`src/rtl/core_if_pc_ras_pkg.sv`:
```
// Shared constants and types for the IF-stage PC generator.
// Imported by the PC generator top and its return-address stack.
package core_if_pc_ras_pkg;

  localparam int CORE_PC_WIDTH = 32;
  localparam logic [31:0] CORE_PC_RESET_VALUE = 32'h8000_0000;

  typedef enum logic [1:0] {
    SEL_SEQ,
    SEL_BJ,
    SEL_RAS,
    SEL_FLUSH
  } pc_sel_e;

endpackage

```
`src/rtl/core_if_pc_ras_if.sv`:
```
// Fetch-request handshake between the PC generator and instruction fetch.
// The PC generator is the master; fetch is the slave.
interface core_if_pc_ras_if #(
  parameter int PC_WIDTH = 32
);

  logic                pc_valid;
  logic                pc_ready;
  logic [PC_WIDTH-1:0] pc_current;

  modport master (
    output pc_valid,
    output pc_current,
    input  pc_ready
  );

  modport slave (
    input  pc_valid,
    input  pc_current,
    output pc_ready
  );

endinterface

```
`src/rtl/core_if_ras.sv`:
```
// Circular return-address stack: push, pop, in-place replace, clear.
// Overflow silently overwrites the oldest entry.
module core_if_ras #(
  parameter int DEPTH = 4,
  parameter int W     = 32,
  parameter int CW    = $clog2(DEPTH) + 1
) (
  input  logic          clk,
  input  logic          rst,
  input  logic          push_i,
  input  logic          pop_i,
  input  logic          clear_i,
  input  logic [W-1:0]  data_i,
  output logic [W-1:0]  top_o,
  output logic [CW-1:0] count_o
);

  localparam int PW = $clog2(DEPTH);

  logic [W-1:0]  mem_q [DEPTH];
  logic [PW-1:0] top_q, top_d;
  logic [CW-1:0] cnt_q, cnt_d;
  logic          wr_en;
  logic [PW-1:0] wr_idx;

  always_comb begin
    top_d  = top_q;
    cnt_d  = cnt_q;
    wr_en  = 1'b0;
    wr_idx = top_q;
    if (clear_i) begin
      top_d = '0;
      cnt_d = '0;
    end else if (push_i && pop_i) begin
      // call+ret: target already read from top, swap in the new return
      wr_en = 1'b1;
    end else if (push_i) begin
      top_d  = top_q + PW'(1);
      wr_idx = top_q + PW'(1);
      wr_en  = 1'b1;
      if (cnt_q != CW'(DEPTH))
        cnt_d = cnt_q + CW'(1);
    end else if (pop_i) begin
      top_d = top_q - PW'(1);
      cnt_d = cnt_q - CW'(1);
    end
  end

  always_ff @(posedge clk or posedge rst) begin
    if (rst) begin
      top_q <= '0;
      cnt_q <= '0;
    end else begin
      top_q <= top_d;
      cnt_q <= cnt_d;
    end
  end

  always_ff @(posedge clk) begin
    if (wr_en)
      mem_q[wr_idx] <= data_i;
  end

  assign top_o   = mem_q[top_q];
  assign count_o = cnt_q;

endmodule

```
`src/rtl/core_if_pc_ras.sv`:
```
// IF-stage PC generator: flush > RAS pop > offset branch > sequential.
// Holds pc_current under fetch back-pressure.
module core_if_pc_ras
  import core_if_pc_ras_pkg::*;
#(
  parameter int                  PC_WIDTH    = CORE_PC_WIDTH,
  parameter logic [PC_WIDTH-1:0] RESET_PC    = PC_WIDTH'(CORE_PC_RESET_VALUE),
  parameter int                  FETCH_BYTES = 4,
  parameter int                  RAS_DEPTH   = 4,
  parameter int                  CW          = $clog2(RAS_DEPTH) + 1
) (
  input  logic                clk,
  input  logic                rst,
  core_if_pc_ras_if.master    fetch,
  input  logic                pipe_flush_req,
  input  logic [PC_WIDTH-1:0] exu_pipe_flush_pc,
  input  logic                ras_clear,
  input  logic                bj_predict,
  input  logic [PC_WIDTH-1:0] bj_offset,
  input  logic                call_predict,
  input  logic                ret_predict,
  output logic                branch_jump_predict,
  output logic                ras_miss,
  output logic [CW-1:0]       ras_count
);

  logic [PC_WIDTH-1:0] pc_q, pc_d;
  logic                valid_q;
  logic                acc;
  logic                pc_en;
  logic                ras_hit;
  logic                ras_en;
  logic [PC_WIDTH-1:0] ras_top;
  logic [PC_WIDTH-1:0] pc_seq;
  logic [PC_WIDTH-1:0] pc_bj;
  pc_sel_e             sel;

  assign acc     = valid_q & fetch.pc_ready;
  assign pc_en   = acc | pipe_flush_req;
  assign ras_hit = ret_predict & (ras_count != '0);
  assign ras_en  = acc & ~pipe_flush_req;
  assign pc_seq  = pc_q + PC_WIDTH'(FETCH_BYTES);
  assign pc_bj   = pc_q + bj_offset;

  always_comb begin
    sel = SEL_SEQ;
    if (pipe_flush_req)  sel = SEL_FLUSH;
    else if (ras_hit)    sel = SEL_RAS;
    else if (bj_predict) sel = SEL_BJ;
  end

  always_comb begin
    pc_d = pc_seq;
    unique case (sel)
      SEL_FLUSH: pc_d = exu_pipe_flush_pc;
      SEL_RAS:   pc_d = ras_top;
      SEL_BJ:    pc_d = pc_bj;
      SEL_SEQ:   pc_d = pc_seq;
    endcase
  end

  assign branch_jump_predict = (sel == SEL_RAS) | (sel == SEL_BJ);
  assign ras_miss = ras_en & ret_predict & (ras_count == '0);

  // enable flop with async-high reset
  always_ff @(posedge clk or posedge rst) begin
    if (rst)        pc_q <= RESET_PC;
    else if (pc_en) pc_q <= pc_d;
  end

  always_ff @(posedge clk or posedge rst) begin
    if (rst) valid_q <= 1'b0;
    else     valid_q <= 1'b1;
  end

  assign fetch.pc_valid   = valid_q;
  assign fetch.pc_current = pc_q;

  core_if_ras #(
    .DEPTH (RAS_DEPTH),
    .W     (PC_WIDTH),
    .CW    (CW)
  ) u_ras (
    .clk     (clk),
    .rst     (rst),
    .push_i  (ras_en & call_predict),
    .pop_i   (ras_en & ras_hit),
    .clear_i (pipe_flush_req & ras_clear),
    .data_i  (pc_seq),
    .top_o   (ras_top),
    .count_o (ras_count)
  );

endmodule
```
`src/flat_wrapper.sv`:
```
// flat-port wrapper written by rule: the top's interface ports become plain ports
module core_if_pc_ras_flat import core_if_pc_ras_pkg::*;
#(
  parameter int                  PC_WIDTH    = CORE_PC_WIDTH,
  parameter logic [PC_WIDTH-1:0] RESET_PC    = PC_WIDTH'(CORE_PC_RESET_VALUE),
  parameter int                  FETCH_BYTES = 4,
  parameter int                  RAS_DEPTH   = 4,
  parameter int                  CW          = $clog2(RAS_DEPTH) + 1
)
  (clk, rst, pipe_flush_req, exu_pipe_flush_pc, ras_clear, bj_predict, bj_offset, call_predict, ret_predict, branch_jump_predict, ras_miss, ras_count, fetch_pc_valid, fetch_pc_current, fetch_pc_ready);
  core_if_pc_ras_if #(.PC_WIDTH(PC_WIDTH)) fetch_i ();
  input  logic clk;
  input  logic rst;
  input  logic pipe_flush_req;
  input  logic [PC_WIDTH-1:0] exu_pipe_flush_pc;
  input  logic ras_clear;
  input  logic bj_predict;
  input  logic [PC_WIDTH-1:0] bj_offset;
  input  logic call_predict;
  input  logic ret_predict;
  output logic branch_jump_predict;
  output logic ras_miss;
  output logic [CW-1:0] ras_count;
  output wire logic [$bits(fetch_i.pc_valid)-1:0] fetch_pc_valid;
  output wire logic [$bits(fetch_i.pc_current)-1:0] fetch_pc_current;
  input wire logic [$bits(fetch_i.pc_ready)-1:0] fetch_pc_ready;
  assign fetch_pc_valid = fetch_i.pc_valid;
  assign fetch_pc_current = fetch_i.pc_current;
  assign fetch_i.pc_ready = fetch_pc_ready;
  core_if_pc_ras #(.PC_WIDTH(PC_WIDTH), .RESET_PC(RESET_PC), .FETCH_BYTES(FETCH_BYTES), .RAS_DEPTH(RAS_DEPTH), .CW(CW)) u_core (.clk(clk), .rst(rst), .fetch(fetch_i), .pipe_flush_req(pipe_flush_req), .exu_pipe_flush_pc(exu_pipe_flush_pc), .ras_clear(ras_clear), .bj_predict(bj_predict), .bj_offset(bj_offset), .call_predict(call_predict), .ret_predict(ret_predict), .branch_jump_predict(branch_jump_predict), .ras_miss(ras_miss), .ras_count(ras_count));
endmodule
```
`config.mk`:
```
export PLATFORM = sky130hd
export DESIGN_NAME = core_if_pc_ras_flat
export DESIGN_NICKNAME = d
export VERILOG_FILES = /design/src/rtl/core_if_pc_ras_pkg.sv /design/src/rtl/core_if_pc_ras_if.sv /design/src/rtl/core_if_ras.sv /design/src/rtl/core_if_pc_ras.sv /design/src/flat_wrapper.sv
export SDC_FILE = /design/constraint.sdc
export NUM_CORES = 1
export LEC_CHECK = 0
export BUFFER_PORTS_ARGS = -buffer_cell sky130_fd_sc_hd__buf_2
export CAP_MARGIN = 20
export CORE_ASPECT_RATIO = 0.7
export CORE_MARGIN = 1
export CORE_UTILIZATION = 40
export CTS_BUF_LIST = sky130_fd_sc_hd__clkbuf_4 sky130_fd_sc_hd__clkbuf_8
export DETAILED_ROUTE_END_ITERATION = 12
export SLEW_MARGIN = 20
export SYNTH_ARGS = -nofsm -noshare
export SYNTH_HDL_FRONTEND = slang
export SYNTH_SLANG_ARGS = --single-unit
export TNS_END_PERCENT = 1
```
`constraint.sdc`:
```
create_clock -name clk -period 5.5 [get_ports clk]
set_clock_uncertainty 0.2 [all_clocks]
set_input_delay 0.275 -clock clk [delete_from_list [all_inputs] [get_ports clk]]
set_output_delay 0.275 -clock clk [all_outputs]
set_load 0.01 [all_outputs]
```
* After elaboration in Yosys (flattened, before gate mapping) *
Memories as Yosys holds them, arrays and structs flattened.
Index checks and enable logic that the tools add are counted.

operators by class
  shift-type cells = 0
  add/sub/neg operators = 6
  $mul = 0
  muxes and demuxes = 21
  equality and inequality tests = 6
  reductions and logical operators = 7
  order comparisons = 0
  divide/modulo/power cells = 0
  bitwise logic cells = 11

operators with widths
  operator               number
  $pmux 32 s4            1
  $add 32x3->32 const B  1
  $add 32x32->32         1
  $mux 2                 9
  $mux 3                 5
  $and 1x1->1            8
  $mux 1                 6
  $reduce_bool 3->1      2
  $eq 2x2->1 const B     2
  $add 3x1->3 const B    1
  $logic_not 3->1        1
  $ne 3x1->1 const B     1
  $ne 3x3->1 const B     1
  $reduce_and 3->1       1
  $sub 3x1->3 const B    1
  $add 2x1->2 const B    1
  $eq 2x1->1 const B     1
  $logic_not 2->1        1
  $ne 2x2->1 const B     1
  $or 1x1->1             2
  $reduce_and 2->1       1
  $sub 2x1->2 const B    1
  $logic_and 1x1->1      1
  $not 1->1              1

storage, ports and cells
  word-level logic and storage cells = 56
  latch bits = 0
  memory bits (read-only) = 0
  memories kept = 1
  register bits = 38
  memory bits (writable) = 128
  input bits = 72
  output and inout port bits = 38

memories
  memory              depth  bits a word  rd ports  clocked after Yosys merged registers in  write ports  line               text
  u_core.u_ras.mem_q  4      32           1         0                                        1            core_if_ras.sv:20  logic [W-1:0] mem_q [DEPTH];

* Depth between registers and ports, before layout *
  word-level depth = 8
  depth in mapped cells = 13
  mapped depth without buffers = 12

* Modules after synthesis *
Synthesis repeated with hierarchy kept, for this count alone.

unflattened totals
  cells, all modules = 810
  area total of the unflattened synthesis = 9,405.3 µm²

by module, submodules not included
  module          cells an instance  times used  area each (µm²)  seq. area each (µm²)
  core_if_ras     220                1           5,042.3          3,968.8
  core_if_pc_ras  590                1           4,362.9          827.0

* Worst setup path after synthesis *
No wires, ideal clock.

  kind = flip-flop to flip-flop
  start = reg u_core.u_ras.top_q[0]
  end = mem u_core.u_ras.mem_q[3][0], enable pin
  library setup time = 470 ps
  data required time = 4,830 ps
  buffers on the path = 2
  arrival time = 4,220 ps
  cell stages (with the launch flop) = 8
  clock period less this slack = 4,890 ps
  slack = 610 ps
  cell sequence = dfrtp_1 -> buf_2 -> clkbuf_1 -> inv_1 -> ha_1 -> nand3_1 -> o22a_1 -> a211oi_1

between the ends
  longest elaborated chain between the ends = 4

RTL lines
  what                    line               text
  start, declared         core_if_ras.sv:21  logic [PW-1:0] top_q, top_d;
  start signal, assigned  core_if_ras.sv:54  top_q <= top_d;
  $add 2x1->2             core_if_ras.sv:39  wr_idx = top_q + PW'(1);
  $mux 2                  core_if_ras.sv:37  end else if (push_i) begin
  $mux 2                  core_if_ras.sv:34  end else if (push_i && pop_i) begin
  $mux 2 *                core_if_ras.sv:31  if (clear_i) begin
  end, declared           core_if_ras.sv:20

Every way passes the cells marked *; elsewhere a longest branch is shown, timed or not.

* Final worst setup path *
  start = reg u_core.u_ras.cnt_q[0] (netlist: u_core.u_ras.count_o[0])
  end = reg u_core.pc_q[1] (netlist: u_core.fetch.pc_current[1])

between the ends
  longest elaborated chain between the ends = 6
  elaborated cells between the ends (all ways) = 9
  classes of those cells = eq/ne: 3; mux: 3; bitwise: 1; reduce/logical: 2

RTL lines
  what                                line                  text
  start, declared                     core_if_ras.sv:22     logic [CW-1:0] cnt_q, cnt_d;
  start signal, assigned              core_if_ras.sv:55     cnt_q <= cnt_d;
  $reduce_bool 3->1 *                 core_if_pc_ras.sv:40  assign ras_hit = ret_predict & (ras_count != '0);
  $and 1x1->1 *                       core_if_pc_ras.sv:40
  $mux 2 *                            core_if_pc_ras.sv:48  else if (ras_hit) sel = SEL_RAS;
  $mux 2 *                            core_if_pc_ras.sv:47  if (pipe_flush_req) sel = SEL_FLUSH;
  $eq 2x1->1 (tied with other cells)  core_if_pc_ras.sv:54  unique case (sel)
  $pmux 32 s4 *                       core_if_pc_ras.sv:54
  end signal, assigned                core_if_pc_ras.sv:68  else if (pc_en) pc_q <= pc_d;
  end, declared                       core_if_pc_ras.sv:27  logic [PC_WIDTH-1:0] pc_q, pc_d;

Marks and branches as above.
A chain may end at the register's enable or synchronous reset.

==> results.md <==
- Run status: complete, no violations
- CP startpoint kind: register
- Worst Setup End Kind: register
- Layout Cells excl Fill: approximately 1,300
- Fin Setup TNS: 0 ns
- Design Power: about 4.2 mW
- Gp weighted congestion: roughly 0.87
- I/O pin cnt: 110
- Register area share after synthesis: 0.502
- Clk_lat worst skew: ~0.47 ns
- Maximum clock frequency: roughly 280 MHz
- Synthesized flop and latch total: 166
- Synth Area in Simple Gates: 0.130
- Hold Violations, Final: 0
- Hold Crit Class: in2reg
- Filler cell count: 2,100
- # H-tree levels: 4
- DR WL/cell: 21.3 um
- Post-Syn Area: ~9600 sq um
- Sw Share: 0.391
- Static Leak: about 4.1 nW
- Drt drc: 0
- Unrepaired setup endpoints after global routing: no
- Die ar.: 24,500 sq um
- Critical Path RT: ~5.7 ns
- Slew HR: 0.344
- Multi-input combinational cell area: 4540 sq um
- Cell area after layout: between 10,000 and 15,000 sq um
- Total gr overflow: 0
- Maxcap violations: 0
- Worst IR Drop VDD: 193 uV
- Post-Synth XOR/XNOR Area: 0.0492
- Layout area overhead: 15.5%
- Buffer count from post-CTS setup fixing: 0
- Port bufs: approximately 110
- Cells after synthesis: around 840
- Tot GR Track Use: 0.229
- Num Clock Sinks: about 170
- Share of total power in combinational logic: 0.384
- Starting Density: 0.415
- Hold Slack: between 0.015 and 0.02 ns
- Combinational family with the most area after synthesis: compound AO/OA/AOI/OAI gates
- Slew @ Worst Pin: slightly below 1 ns
- Psw: about 1.6 mW
- Share of layout cells above drive strength 1: 0.220
- Multiplexer area fraction after synthesis: 0.0853
- Register Area: roughly 4800 sq um
- Clock transition at path regs: 0.10 ns
- Final ANT Viol Nets: 0
- Internal: roughly 2.5 mW
- Final setup fails: 0
- Initial antenna violation count: 0
- Placed standard-cell area: 10,500 sq um
- Largest net degree at the start of global routing: 56
- Initial DRT Pass Iterations: 5
- Cell Rows: 46
- Synth Area in Adders: 0.0539
- Synth Area in Compound Gates: 0.152
- CTS Buffer Depth: 2
- Syn_nets: ~950
- Number of global-route vias before repair: between 7,000 and 8,000
- Number of distinct library cells after synthesis: 66
- Seq pwr share: 0.411
- Die Y: 131 um
- First-pass GRT wire length: roughly 43 mm
- Vias per cell: ~5.8
- Final nets: 1,072
- Synth Area per Inst: around 11 sq um
- EDFF count, synth: around 130
- FFs w/ async S/R, synth: 0.229
- Final critical-path required period: 3.59 ns
- Max-slew violation count: 0
- CP startpoint: u_core.u_ras.count_o[0]
- Final WL: 27.4 mm
- Placed insts: 1,233
- Iteration-0 DRC Markers: ~760
- Root buf cell: clkbuf_8
- Hold_sp: exu_pipe_flush_pc[21]
- Clk pwr share: 0.205
- Yosys warns: 0
- Pwr per Cell Area: roughly 380 nW/um^2
- Worst Path Max Fanout: 19
- Crit path kind: reg2reg
- Reg2reg start: u_core.u_ras.count_o[0]
- Total number of vias: about 7,500
- Post-DP HPWL: around 19 mm
- Most used DFF post-synth: edfxtp_1
- Core Area: around 23,000 sq um
- Chip Width: 187 um
- TritonCTS clock tree: yes
- Crit path DAT: between 3 and 4 ns
- ANT cells: 0
- CTS buffer count: 17
- Crit share post-route: 0.652
worst paths after layout:
path	cells past startpoint	slack, ns	to
setup / recovery	11	1.91	u_core.fetch.pc_current[1]
hold / removal	4	0.02	u_core.fetch.pc_current[21]
setup reg to reg	11	1.91	u_core.fetch.pc_current[1]
hold reg to reg	2	0.37	u_core.fetch.pc_current[31]
max in group asynchronous	4	4.40	u_core.fetch.pc_current[12]
min in group asynchronous	4	0.28	u_core.u_ras.count_o[1]
repair_timing:
action,CTS,global route
hold buffers,20,0
gates resized for setup,0,0
hold endpoints to repair,58,0
sequential cells by signal, summed over array words and instances (netlist names):
name / count
u_core.fetch.pc_valid: 1
u_core.u_ras.top_q: 2
u_core.fetch.pc_current: 32
u_core.u_ras.count_o: 3
u_core.u_ras.mem_q: 128
cells in the mapped netlist, drive strengths merged (3+ instances only):
library cell	instances	area share
a211o	3	0.0027
a211oi	10	0.0079
a21boi	4	0.0031
a21o	14	0.011
a21oi	72	0.038
a221o	4	0.0042
a221oi	19	0.017
a222oi	4	0.0042
a31oi	6	0.0039
and2	4	0.0026
and3	12	0.0079
and4	5	0.0048
buf	13	0.0064
clkbuf	29	0.011
dfrtp	37	0.097
edfxtp	128	0.40
ha	38	0.050
inv	25	0.0098
mux2	4	0.0047
mux2i	5	0.0052
mux4	32	0.075
nand2	75	0.030
nand2b	10	0.0065
nand3	19	0.0099
nand3b	20	0.016
nand4	10	0.0072
nor2	56	0.022
nor2b	4	0.0026
nor3	14	0.0085
nor4	3	0.0020
o211ai	4	0.0031
o21a	4	0.0031
o21ai	56	0.029
o21bai	6	0.0047
o31ai	8	0.0063
or2	5	0.0033
or3	3	0.0020
xnor2	35	0.034
xor2	17	0.016
metrics by stage:
| stage | setup slack [ns] | util |
|---|---|---|
| 4_1_cts | 1.97 | 0.480 |
| 3_5_place_dp | 2.01 | 0.455 |
| 2_1_floorplan | 0.610 | - |
| 5_1_grt | 1.67 | 0.480 |
| 6_report | 1.91 | 0.480 |
| 3_3_place_gp | 2.06 | 0.455 |
critical path, stage by stage (launching register included):
cell      delay [ns]
dfrtp_1         0.44
nor3_1          0.23
nand2b_1        0.45
nand2b_1        0.19
inv_1           0.11
ha_1            0.76
buf_4           0.42
nor2b_1         0.26
a21oi_1         0.06
nor2_1          0.12
a21oi_1         0.05
o31ai_1         0.21
cells in the final DEF, fill, tap and decap left out, types with 24 or more instances in the layout:
master,instances
a21oi_1,70
buf_2,109
dfrtp_1,36
edfxtp_1,128
ha_1,36
inv_1,24
mux4_2,32
nand2_1,74
nor2_1,55
o21ai_0,56
xnor2_1,33
area by class of cell:
class	instances	share of cell area
repair buffers	142	0.0763
inverters	25	0.00850
clock buffers	19	0.0231
multi-input cells	608	0.411
flip-flops and latches	166	0.434
well taps	312	0.0353
clock inverters	13	0.0110
cells by family after synthesis:
| kind of cell | after synthesis |
|---|---|
| and+or+nand+nor | 245 |
| AOI/OAI and AO/OA | 229 |
| DFF | 166 |
| buffers and inverters | 67 |
| xor gates and xnor gates | 52 |
| muxes | 41 |
| adders and majority gates | 40 |
| other | 1 |
power groups by stage:
stage,registers (mW),clock network [mW],logic [mW]
3_5_place_dp,1.74,0,1.57
6_report,1.72,0.857,1.61
2_1_floorplan,1.72,0,1.07
4_1_cts,1.72,0.872,1.60
3_3_place_gp,1.74,0,1.58
5_1_grt,1.74,0.918,1.77
routing by layer:
layer	up-vias	part of all wire	global-route usage
li1	3443	-	-
met1	3687	0.48	0.350
met2	325	0.43	0.328
met3	16	0.081	0.0574
met4	0	0.0054	0.0410
met5	-	0	0
(Power assumes the default switching activity.)
